<file path="src/rtl/tick_ctrl.sv">
// Game-tick source for the redstone core: debounced run/step buttons, a rate-selected
// free-running divider, a pause/run FSM and a wrapping count of issued ticks.

module tick_ctrl_debounce #(
    parameter int CYCLES = 1_000_000
) (
    input  logic i_clk,
    input  logic i_rst,
    input  logic i_level,
    output logic o_press
);
    localparam int CW = (CYCLES > 1) ? $clog2(CYCLES) : 1;
    localparam logic [CW-1:0] CNT_MAX = CW'(CYCLES - 1);

    logic          acc_q, acc_d;
    logic          prev_q;
    logic [CW-1:0] cnt_q, cnt_d;

    always_comb begin
        acc_d = acc_q;
        cnt_d = '0;
        if (i_level != acc_q) begin
            if (cnt_q == CNT_MAX) begin
                acc_d = i_level;
            end else begin
                cnt_d = cnt_q + CW'(1);
            end
        end
    end

    always_ff @(posedge i_clk) begin
        if (i_rst) begin
            acc_q  <= 1'b1;
            prev_q <= 1'b1;
            cnt_q  <= '0;
        end else begin
            acc_q  <= acc_d;
            prev_q <= acc_q;
            cnt_q  <= cnt_d;
        end
    end

    // Only the press (accepted 1->0) produces an event; release is silent.
    assign o_press = prev_q & ~acc_q;
endmodule

// state   | meaning
// PAUSED  | no free-run ticks; a step press issues exactly one tick
// RUNNING | divider advances each cycle and ticks once per selected period
module tick_ctrl #(
    parameter int DEBOUNCE_CYCLES = 1_000_000,
    parameter int PERIOD0         = 5_000_000,
    parameter int PERIOD1         = 500_000,
    parameter int PERIOD2         = 50_000,
    parameter int PERIOD3         = 1,
    parameter int DIV_W           = 32,
    parameter int CNT_W           = 32
) (
    input  logic             i_clk,
    input  logic             i_rst,
    input  logic             i_btn_run,
    input  logic             i_btn_step,
    input  logic [1:0]       i_rate_sel,
    output logic             o_tick,
    output logic             o_running,
    output logic [CNT_W-1:0] o_tick_count
);
    localparam logic [DIV_W-1:0] PMAX0 = DIV_W'(PERIOD0 - 1);
    localparam logic [DIV_W-1:0] PMAX1 = DIV_W'(PERIOD1 - 1);
    localparam logic [DIV_W-1:0] PMAX2 = DIV_W'(PERIOD2 - 1);
    localparam logic [DIV_W-1:0] PMAX3 = DIV_W'(PERIOD3 - 1);

    typedef enum logic {ST_PAUSED, ST_RUNNING} state_e;

    logic [1:0]       run_sync_q, step_sync_q;
    logic [1:0]       sel_s1_q, sel_s2_q;
    logic             run_ev, step_ev;
    logic [DIV_W-1:0] pmax;
    state_e           state_q, state_d;
    logic [DIV_W-1:0] div_q, div_d;
    logic             tick_q, tick_d;
    logic [CNT_W-1:0] cnt_q, cnt_d;

    always_ff @(posedge i_clk) begin
        if (i_rst) begin
            run_sync_q  <= 2'b11;
            step_sync_q <= 2'b11;
            sel_s1_q    <= '0;
            sel_s2_q    <= '0;
        end else begin
            run_sync_q  <= {run_sync_q[0], i_btn_run};
            step_sync_q <= {step_sync_q[0], i_btn_step};
            sel_s1_q    <= i_rate_sel;
            sel_s2_q    <= sel_s1_q;
        end
    end

    tick_ctrl_debounce #(.CYCLES(DEBOUNCE_CYCLES)) u_db_run (
        .i_clk   (i_clk),
        .i_rst   (i_rst),
        .i_level (run_sync_q[1]),
        .o_press (run_ev)
    );

    tick_ctrl_debounce #(.CYCLES(DEBOUNCE_CYCLES)) u_db_step (
        .i_clk   (i_clk),
        .i_rst   (i_rst),
        .i_level (step_sync_q[1]),
        .o_press (step_ev)
    );

    always_comb begin
        case (sel_s2_q)
            2'd0:    pmax = PMAX0;
            2'd1:    pmax = PMAX1;
            2'd2:    pmax = PMAX2;
            default: pmax = PMAX3;
        endcase
    end

    always_ff @(posedge i_clk) begin
        if (i_rst) begin
            state_q <= ST_PAUSED;
            div_q   <= '0;
            tick_q  <= 1'b0;
            cnt_q   <= '0;
        end else begin
            state_q <= state_d;
            div_q   <= div_d;
            tick_q  <= tick_d;
            cnt_q   <= cnt_d;
        end
    end

    always_comb begin
        state_d = state_q;
        div_d   = div_q;
        tick_d  = 1'b0;
        case (state_q)
            ST_PAUSED: begin
                if (run_ev) begin
                    state_d = ST_RUNNING;
                    div_d   = '0;
                    // With P=1 the first RUNNING cycle already carries a tick.
                    tick_d  = (pmax == '0);
                end else if (step_ev) begin
                    tick_d = 1'b1;
                end
            end
            ST_RUNNING: begin
                if (run_ev) begin
                    state_d = ST_PAUSED;
                    div_d   = '0;
                end else if (div_q >= pmax) begin
                    tick_d = 1'b1;
                    div_d  = '0;
                end else begin
                    div_d = div_q + DIV_W'(1);
                end
            end
            default: state_d = ST_PAUSED;
        endcase
        cnt_d = cnt_q + CNT_W'(tick_d);
    end

    assign o_tick       = tick_q;
    assign o_running    = (state_q == ST_RUNNING);
    assign o_tick_count = cnt_q;
endmodule

</file>
<file path="config.mk">
export PLATFORM = sky130hd
export DESIGN_NAME = tick_ctrl
export DESIGN_NICKNAME = d
export VERILOG_FILES = /design/src/rtl/tick_ctrl.sv
export SDC_FILE = /design/constraint.sdc
export NUM_CORES = 1
export LEC_CHECK = 0
export CORE_MARGIN = 5
export CORE_UTILIZATION = 50
export CTS_CLUSTER_SIZE = 24
export DETAILED_ROUTE_END_ITERATION = 10
export GPL_ROUTABILITY_DRIVEN = 0
export GPL_TIMING_DRIVEN = 0
export PLACE_DENSITY = 0.7
export SLEW_MARGIN = 10
export SYNTH_ARGS = -nofsm -noshare
export SYNTH_HDL_FRONTEND = slang
export SYNTH_HIERARCHICAL = 1
export SYNTH_SLANG_ARGS = --single-unit
</file>
<file path="constraint.sdc">
create_clock -name i_clk -period 5.35 [get_ports i_clk]
set_input_delay 1.605 -clock i_clk [delete_from_list [all_inputs] [get_ports i_clk]]
set_output_delay 1.605 -clock i_clk [all_outputs]
set_load 0.02 [all_outputs]
</file>
* Word-level counts from Yosys, hierarchy flattened
Index checks and enable logic that the tools add are counted.
** Word-level totals
- Flip-flop bits (word level) :: 118
- Bits in latches :: 0
- Memory bits (writable) :: 0
- ROM bits :: 0
- Memories :: 0
** Cells by class
- Add/subtract/negate cells :: 4
- Multipliers :: 0
- Div/mod/pow operators :: 0
- Magnitude comparators :: 1
- Eq/ne operators :: 7
- Shifts and indexed selects :: 0
- Multiplexer cells :: 13
- Bitwise logic cells :: 7
- Reduce and logical (&&, ||, !) cells :: 6
** Operators with widths (number)
- $mux 32 :: 3
- $pmux 23 s3 :: 1
- $pmux 32 s2 :: 1
- $add 20x1->20 const B :: 2
- $eq 20x20->1 const B :: 2
- $add 32x1->32 :: 1
- $add 32x1->32 const B :: 1
- $ge 32x32->1 :: 1
- $logic_not 32->1 :: 1
- $mux 1 :: 6
- $reduce_or 3->1 :: 2
- $not 1->1 :: 5
- $pmux 1 s2 :: 2
- $reduce_and 2->1 :: 2
- $and 1x1->1 :: 2
- $eq 2x1->1 const B :: 1
- $eq 2x2->1 const B :: 1
- $logic_not 2->1 :: 1
- $ne 1x1->1 :: 2
- $ne 2x2->1 const B :: 1

* Longest topological paths before layout
Gate-level depths: netlist (run 1).
- Word-level depth :: 7
- Gate-level depth with buffers :: 18

* By module
The synthesis (run 1) kept the hierarchy.
** Modules (own cells, without submodules)
- tick_ctrl :: times used 1, cells an instance 415, area each 3639.7 sq um, sequential area each 1481.4 sq um
- tick_ctrl_debounce :: times used 2, cells an instance 111, area each 1004.7 sq um, sequential area each 440.4 sq um

* Least setup slack after synthesis (run 1)
No wires, ideal clock.
- Kind :: register to register
- Start point :: reg sel_s2_q[1]
- End point :: reg cnt_q[28], in the netlist o_tick_count[28]
- Setup time :: 128 ps
- Arrival :: 4052 ps
- Data required time :: 5222 ps
- Path slack :: 1170 ps
- Stages on the path, launching flop included :: 19
- Buffers on the path :: 0
- Clock period less this slack :: 4180 ps
- Cells stage by stage :: dfxtp_1 -> inv_1 -> ha_1 -> inv_1 -> ha_1 -> nand3_1 -> or4b_4 -> a2111oi_4 -> a21oi_1 -> a211o_1 -> nand2_1 -> ha_1 -> ha_1 -> and3_1 -> nand4_1 -> nor4_1 -> nand3_1 -> xor2_1 -> nor2_1
** On the way
- Longest elaborated chain between the ends :: 7
- Elaborated cells on any way between the ends :: 11
- Those cells by class :: 1 x add/sub; 1 x order compare; 2 x eq/ne; 5 x mux; 2 x reduce/logical
** Ends and longest elaborated chain
- from (decl) :: line 76 : logic [1:0] sel_s1_q, sel_s2_q;
- from (signal assigned) :: line 94 : sel_s2_q <= sel_s1_q;
- $eq 2x2->1, or another cell as far along :: line 113 : case (sel_s2_q)
- $pmux 23 s3 (*) :: line 113
- $ge 32x32->1 :: line 154 : end else if (div_q >= pmax) begin
- $mux 1 :: line 154
- $mux 1 :: line 151 : if (run_ev) begin
- $pmux 1 s2 (*) :: line 139 : case (state_q)
- named net tick_d :: line 81 : logic tick_q, tick_d;
- $add 32x1->32 (*) :: line 163 : cnt_d = cnt_q + CNT_W'(tick_d);
- to (signal assigned) :: line 131 : cnt_q <= cnt_d;
- to (decl) :: line 82 : logic [CNT_W-1:0] cnt_q, cnt_d;
Mark *: on every way through the listed nets, which the timed path passes. The rest lies on a longest branch.
A chain may end at the register's enable or synchronous reset.

* Final worst setup path (run 1)
- Start point :: reg sel_s2_q[1]
- End point :: reg cnt_q[26], in the netlist o_tick_count[26]
Same word-level chain as after synthesis.

==> flow_summary.json, run 1 <==
{
  "drt-initial-drc-count": 243,
  "grt_pass1_wl_um": 21970,
  "fin_setup_tns_ns": 0,
  "sw_frac_of_total_pct": 19.76,
  "synth_edf_count": 0,
  "hp-class": "reg2reg",
  "synth.distinct_cells": 49,
  "die_h_um": 116.3,
  "worst-path-max-fanout": 8,
  "fmax_ghz": 0.2003,
  "wl_um": 12470,
  "synth_area_leaders": "dfxtp_1 (42%), ha_1 (5.5%), nor2_1 (5.2%)",
  "yosysSeqAreaShare_pct": 41.82,
  "global_route.overflow_total": 0,
  "seq_area_um2": 2362,
  "cts_hold_buf": 0,
  "finalSetupViolations": 0,
  "async_reset_ff_share_pct": 0,
  "cts_buffers": 17,
  "arrival_ns": 5.28,
  "required_ns": 5.64,
  "cts_tree": "done",
  "core_um2": 10940,
  "cts_setup_buffers": 0,
  "p_switching_mw": 0.4327,
  "syn_nets": 668,
  "insertion_delay_ns": 0.42,
  "setup_ws_ns": 0.3585,
  "synth_seq_cells": 118,
  "ant_nets": 0,
  "dp_hpwl_um": 8625,
  "antennaDiodeCount": 0,
  "synth-simple-area-share_pct": 29.55,
  "end_kind": "register",
  "synth_flop_cell": "dfxtp_1",
  "finalCritPeriodShare_pct": 93.30,
  "port_buffers": 39,
  "die_x_um": 116.3,
  "clkTransAtPathRegs_ns": 0.05,
  "areaGrowthSynthToFinish_pct": 21.84,
  "clockRootBuffer": "clkbuf_16",
  "multi_input_area_um2": 3115,
  "avgSynthCellArea_um2": 8.868,
  "drc": 0,
  "grt_usage_pct": 20.29,
  "worst_pin_slew_ns": 0.8260,
  "synthMostInstantiatedCell": "dfxtp_1",
  "via_count": 4698,
  "grt_max_degree": 17,
  "fin_nets": 726,
  "synth_top_family_by_area": "simple AND/OR/NAND/NOR gates",
  "power_frac_comb_pct": 1.5,
  "syn_inst": 637,
  "start_util_pct": 51.66,
  "synth_top_area_share_pct": 41.82,
  "path_class": "reg2reg",
  "dr.pass1.iters": 4,
  "yosys.area.top_type": "dfxtp_1",
  "leakagePower_nw": 2.413,
  "drive_gt1_share_pct": 9.335,
  "muxShareOfSynthArea_pct": 0.7530,
  "syn-cell-area_um2": 5649,
  "dieArea_um2": 13520,
  "maxCapViolCount": 0,
  "p_int_mw": 1.757,
  "via_per_inst": 5.547,
  "finalMaxSlewViolations": 0,
  "status": "complete, no violations",
  "antenna_found_initial": 0,
  "post-place-ws_ns": 0.3905,
  "std_cell_rows": 38,
  "ctsResizeCount": 0,
  "cts_max_path_buffers": 2,
  "relSlewSlack_pct": 44.42,
  "ios": 40,
  "netlist_top_cells_count": "dfxtp_1 (118), nor2_1 (79), nand2_1 (46), nand3_1 (37), xnor2_1 (33)",
  "cts.sinks": 118,
  "synth_compound_area_share_pct": 10.21,
  "htreeDepth": 4,
  "synth_xor_xnor_area_share_pct": 8.992,
  "startpoint_type": "register",
  "rrSetupSlack_ns": 0.36,
  "period_needed_ns": 4.992,
  "rsz0062_at_grt": "false",
  "p_per_area_nw_per_um2": 318.2,
  "ir_drop_v": 0.0002644,
  "synthAdderAreaFrac_pct": 5.537,
  "filler_cell_count": 937,
  "p_clk_share_pct": 58.1,
  "p_seq_share_pct": 40.4,
  "yosys_warnings": 6,
  "fin_skew_ns": 0.009875,
  "routedWlPerCell_um": 14.72,
  "grt_pass1_vias": 4661,
  "hold_viol_final": 0
}
[kinds of logic (layout without fill, tap and decap cells)]
kind of cell / count (synthesis) / after routing
AND/OR/NAND/NOR: 306 / 306
multiplexers: 4 / 4
XOR/XNOR: 58 / 58
buffers and inverters: 38 / 108
AO/OA/AOI/OAI: 88 / 88
adder cells (fa/ha/maj): 25 / 25
flip-flops: 118 / 118
[flip-flops by register name, indices dropped and copies added (netlist names), 2 cells and up]
signal	count
div_q	32
u_db_run/cnt_q	20
u_db_step/cnt_q	20
o_tick_count	32
step_sync_q	2
sel_s1_q	2
sel_s2_q	2
run_sync_q	2
[stage by stage]
| stage | power, mW | hold WS, ns | instance area (um2) | std cells | utilization (%) |
|---|---|---|---|---|---|
| 3_5_place_dp | 0.9373 | 0.3932 | 6215 | 816 | 56.83 |
| 6_report | 2.190 | 0.4032 | 6883 | 847 | 62.94 |
| 3_3_place_gp | 0.9362 | 0.3935 | 6215 | 816 | 56.83 |
| 4_1_cts | 2.216 | 0.4007 | 6877 | 847 | 62.88 |
| 2_1_floorplan | 0.9241 | 0.3895 | 5649 | 637 | - |
| 5_1_grt | 2.264 | 0.4138 | 6883 | 847 | 62.94 |
[worst paths after layout]
check | startpoint | to | depth (start not counted)
max | sel_s2_q[1] | o_tick_count[26] | 18
min | step_sync_q[0] | step_sync_q[1] | 1
max reg2reg | sel_s2_q[1] | o_tick_count[26] | 18
min reg2reg | step_sync_q[0] | step_sync_q[1] | 1
[cells in the final DEF (no fill, tap or decap), types with 4 or more instances in the layout]
cell               n
dfxtp_1          118
nor2_1            79
nand2_1           46
clkdlybuf4s50_1   39
nand3_1           37
xnor2_1           33
a21oi_1           28
xor2_1            25
ha_1              25
a31oi_1           23
nand4_1           22
inv_1             20
nor4_1            17
clkbuf_16         17
o21ai_0           16
nor3_1            14
and3_1            13
and4_1            13
nor2b_1           12
or3_1             11
clkbuf_1           8
and2_1             8
nand2b_1           6
or2_2              6
bufinv_16          5
buf_2              4
nand4_2            4
[critical path, stage by stage (launching register included)]
cell       delay [ns]
dfxtp_1          0.47
inv_1            0.11
ha_1             0.28
inv_1            0.04
ha_1             0.28
nand3_1          0.10
or4b_4           0.58
a2111oi_4        0.36
a21oi_1          0.09
a211o_1          0.35
nand2_1          0.11
ha_1             0.17
ha_1             0.23
and3_1           0.23
nand4_1          0.31
nor4_1           0.73
nand3_1          0.18
xor2_1           0.18
nor2_1           0.05
[metal layers]
metal | share of wire, % | GRT usage (%) | up-vias | routed length (um)
li1 | - | - | 2404 | -
met1 | 48 | 25.46 | 2192 | 5970
met2 | 46 | 32.61 | 85 | 5784
met3 | 4.4 | 6.788 | 17 | 548
met4 | 1.3 | 7.270 | 0 | 167
met5 | 0 | 0 | - | 0
[power by group through the flow]
| stage | Sequential, mW | Clock, mW | Combinational (mW) |
|---|---|---|---|
| finish | 0.885 | 1.27 | 0.0338 |
| global route | 0.884 | 1.34 | 0.0383 |
| CTS | 0.885 | 1.30 | 0.0341 |
| detailed placement | 0.903 | 0 | 0.0339 |
| global placement | 0.903 | 0 | 0.0328 |
| floorplan | 0.903 | 0 | 0.0212 |
[layout make-up]
| type | instances | share of cell area (%) |
|---|---|---|
| Multi-Input combinational cell | 481 | 45.26 |
| Sequential cell | 118 | 34.32 |
| Clock buffer | 20 | 6.781 |
| Timing Repair Buffer | 39 | 5.672 |
| Clock inverter | 11 | 2.836 |
| Tap cell | 140 | 2.545 |
| Buffer | 18 | 1.491 |
| Inverter | 20 | 1.091 |
No activity file was read; power rests on OpenSTA's default activity.
==> run 2: changes to the inputs <==
--- a/config.mk
+++ b/config.mk
@@ -6,12 +6,14 @@
 export NUM_CORES = 1
 export LEC_CHECK = 0
 export CORE_MARGIN = 5
-export CORE_UTILIZATION = 50
+export CORE_UTILIZATION = 59
+export CTS_CLUSTER_DIAMETER = 150
 export CTS_CLUSTER_SIZE = 24
 export DETAILED_ROUTE_END_ITERATION = 10
 export GPL_ROUTABILITY_DRIVEN = 0
 export GPL_TIMING_DRIVEN = 0
-export PLACE_DENSITY = 0.7
+export PLACE_DENSITY = 0.8
+export RECOVER_POWER = 50
 export SLEW_MARGIN = 10
 export SYNTH_ARGS = -nofsm -noshare
 export SYNTH_HDL_FRONTEND = slang
==> flow_summary.json, run 2 (synthesized netlist as in run 1, its figures left out) <==
{
  "met3_length_um": 602,
  "whs_path_depth": 1,
  "min-delay-start": "step_sync_q[0]",
  "drive_gt1_share_pct": 8.616,
  "grt_pass1_vias": 4916,
  "port_buffers": 39,
  "ctsResizeCount": 0,
  "cts_tree": "done",
  "ios": 40,
  "antennaDiodeCount": 0,
  "r2r-start": "sel_s2_q[1]",
  "via_count": 4891,
  "grt_max_degree": 17,
  "die_h_um": 107.9,
  "rrSetupSlack_ns": 0.47,
  "wl_um": 13420,
  "ir_drop_v": 0.0003275,
  "std_cell_rows": 35,
  "whs_ns": 0.4252,
  "cts.sinks": 118,
  "dp_hpwl_um": 8631,
  "cts_buffers": 17,
  "dr.pass1.iters": 5,
  "via_per_inst": 5.843,
  "period_needed_ns": 4.880,
  "post-route-util_pct": 73.92,
  "cts_hold_buf": 0,
  "areaGrowthSynthToFinish_pct": 21.48,
  "die_x_um": 107.9,
  "relSlewSlack_pct": 31.59,
  "cts_max_path_buffers": 2,
  "min_to": "step_sync_q[1]",
  "arrival_ns": 5.28,
  "core_um2": 9284,
  "global_route.overflow_total": 0,
  "p_per_area_nw_per_um2": 325.9,
  "required_ns": 5.75,
  "fin_skew_ns": 0.01268,
  "final_cell_area_um2": 6863,
  "dieArea_um2": 11630,
  "worst_pin_slew_ns": 1.015,
  "setup_ws_ns": 0.4696,
  "htreeDepth": 4,
  "insertion_delay_ns": 0.53,
  "reg2reg_to": "o_tick_count[28]",
  "clockRootBuffer": "clkbuf_8",
  "status": "complete, no violations",
  "worst-path-max-fanout": 8,
  "path_class": "reg2reg",
  "place_area_um2": 6201,
  "wl_met1_um": 5954,
  "startpoint_type": "register",
  "rsz0062_at_grt": "false",
  "finalCritPeriodShare_pct": 91.22,
  "worst_r2r_path_depth": 18,
  "final_cell_mix": "dfxtp_1 (118), nor2_1 (79), nand2_1 (46)",
  "cts_setup_buffers": 0,
  "maxCapViolCount": 0,
  "grt_pass1_wl_um": 22600,
  "dr_wl_met2_um": 6511,
  "drc": 0,
  "mostFrequentLayoutCell": "dfxtp_1",
  "leakagePower_nw": 2.459,
  "start_util_pct": 60.85,
  "finalSetupViolations": 0,
  "top_layer": "met4",
  "multi_input_area_um2": 3095,
  "finalMaxSlewViolations": 0,
  "fmax_ghz": 0.2049,
  "routedWlPerCell_um": 16.03,
  "drt-initial-drc-count": 244,
  "seq_area_um2": 2362,
  "clkTransAtPathRegs_ns": 0.06,
  "post-place-ws_ns": 0.5614,
  "hold_viol_final": 0,
  "filler_cell_count": 659,
  "ant_nets": 0,
  "grt_usage_pct": 24.07,
  "hp-class": "reg2reg",
  "fin_setup_tns_ns": 0,
  "fin_nets": 726,
  "end_kind": "register",
  "antenna_found_initial": 0
}
## run 2: per-layer routing
metal	up-vias	global-route usage [%]
met5	-	0
met4	0	10.28
met3	36	5.939
met2	149	40.23
met1	2300	29.38
li1	2406	-
## run 2: critical path, cell delays in order (launching register included)
cell and delay, ns:
dfxtp_1 0.49, inv_1 0.11, ha_1 0.29, inv_1 0.04, ha_1 0.28, nand3_1 0.10
or4b_4 0.58, a2111oi_4 0.37, a21oi_1 0.11, a211o_1 0.34, nand2_1 0.08, ha_1 0.18
ha_1 0.23, and3_1 0.22, nand4_1 0.32, nor4_1 0.63, nand3_1 0.18, xor2_1 0.16
nor2_1 0.05
## run 2: stage by stage
stage,std cells,power (mW)
4_1_cts,837,2.246
3_3_place_gp,805,0.9355
5_1_grt,837,2.289
3_5_place_dp,805,0.9368
6_report,837,2.237
2_1_floorplan,637,0.9241
## run 2: worst max-delay path by stage
| stage | from | to | slack (ns) |
|---|---|---|---|
| global placement | sel_s2_q[1] | o_tick_count[30] | 0.60 |
| floorplan | sel_s2_q[1] | o_tick_count[28] | 1.17 |
| detailed placement | sel_s2_q[1] | o_tick_count[28] | 0.56 |
| CTS | sel_s2_q[1] | o_tick_count[28] | 0.49 |
| global route | sel_s2_q[1] | o_tick_count[26] | 0.08 |
| finish | sel_s2_q[1] | o_tick_count[28] | 0.47 |
## run 2: power by group
| part | internal (mW) | total, mW | leakage, nW | switching, mW |
|---|---|---|---|---|
| sequential | 0.882 | 0.885 | 0.952 | 0.00268 |
| clock | 0.866 | 1.32 | 0.332 | 0.453 |
| combinational | 0.0116 | 0.0332 | 1.17 | 0.0216 |
## run 2: area by class of cell
cell class / count / share of cell area (%)
multi-input combinational: 481 / 45.10
buffer: 18 / 1.459
tap: 129 / 2.352
sequential: 118 / 34.42
clock buffer: 17 / 6.035
inverter: 20 / 1.094
clock inverter: 15 / 3.847
timing repair buffer: 39 / 5.688
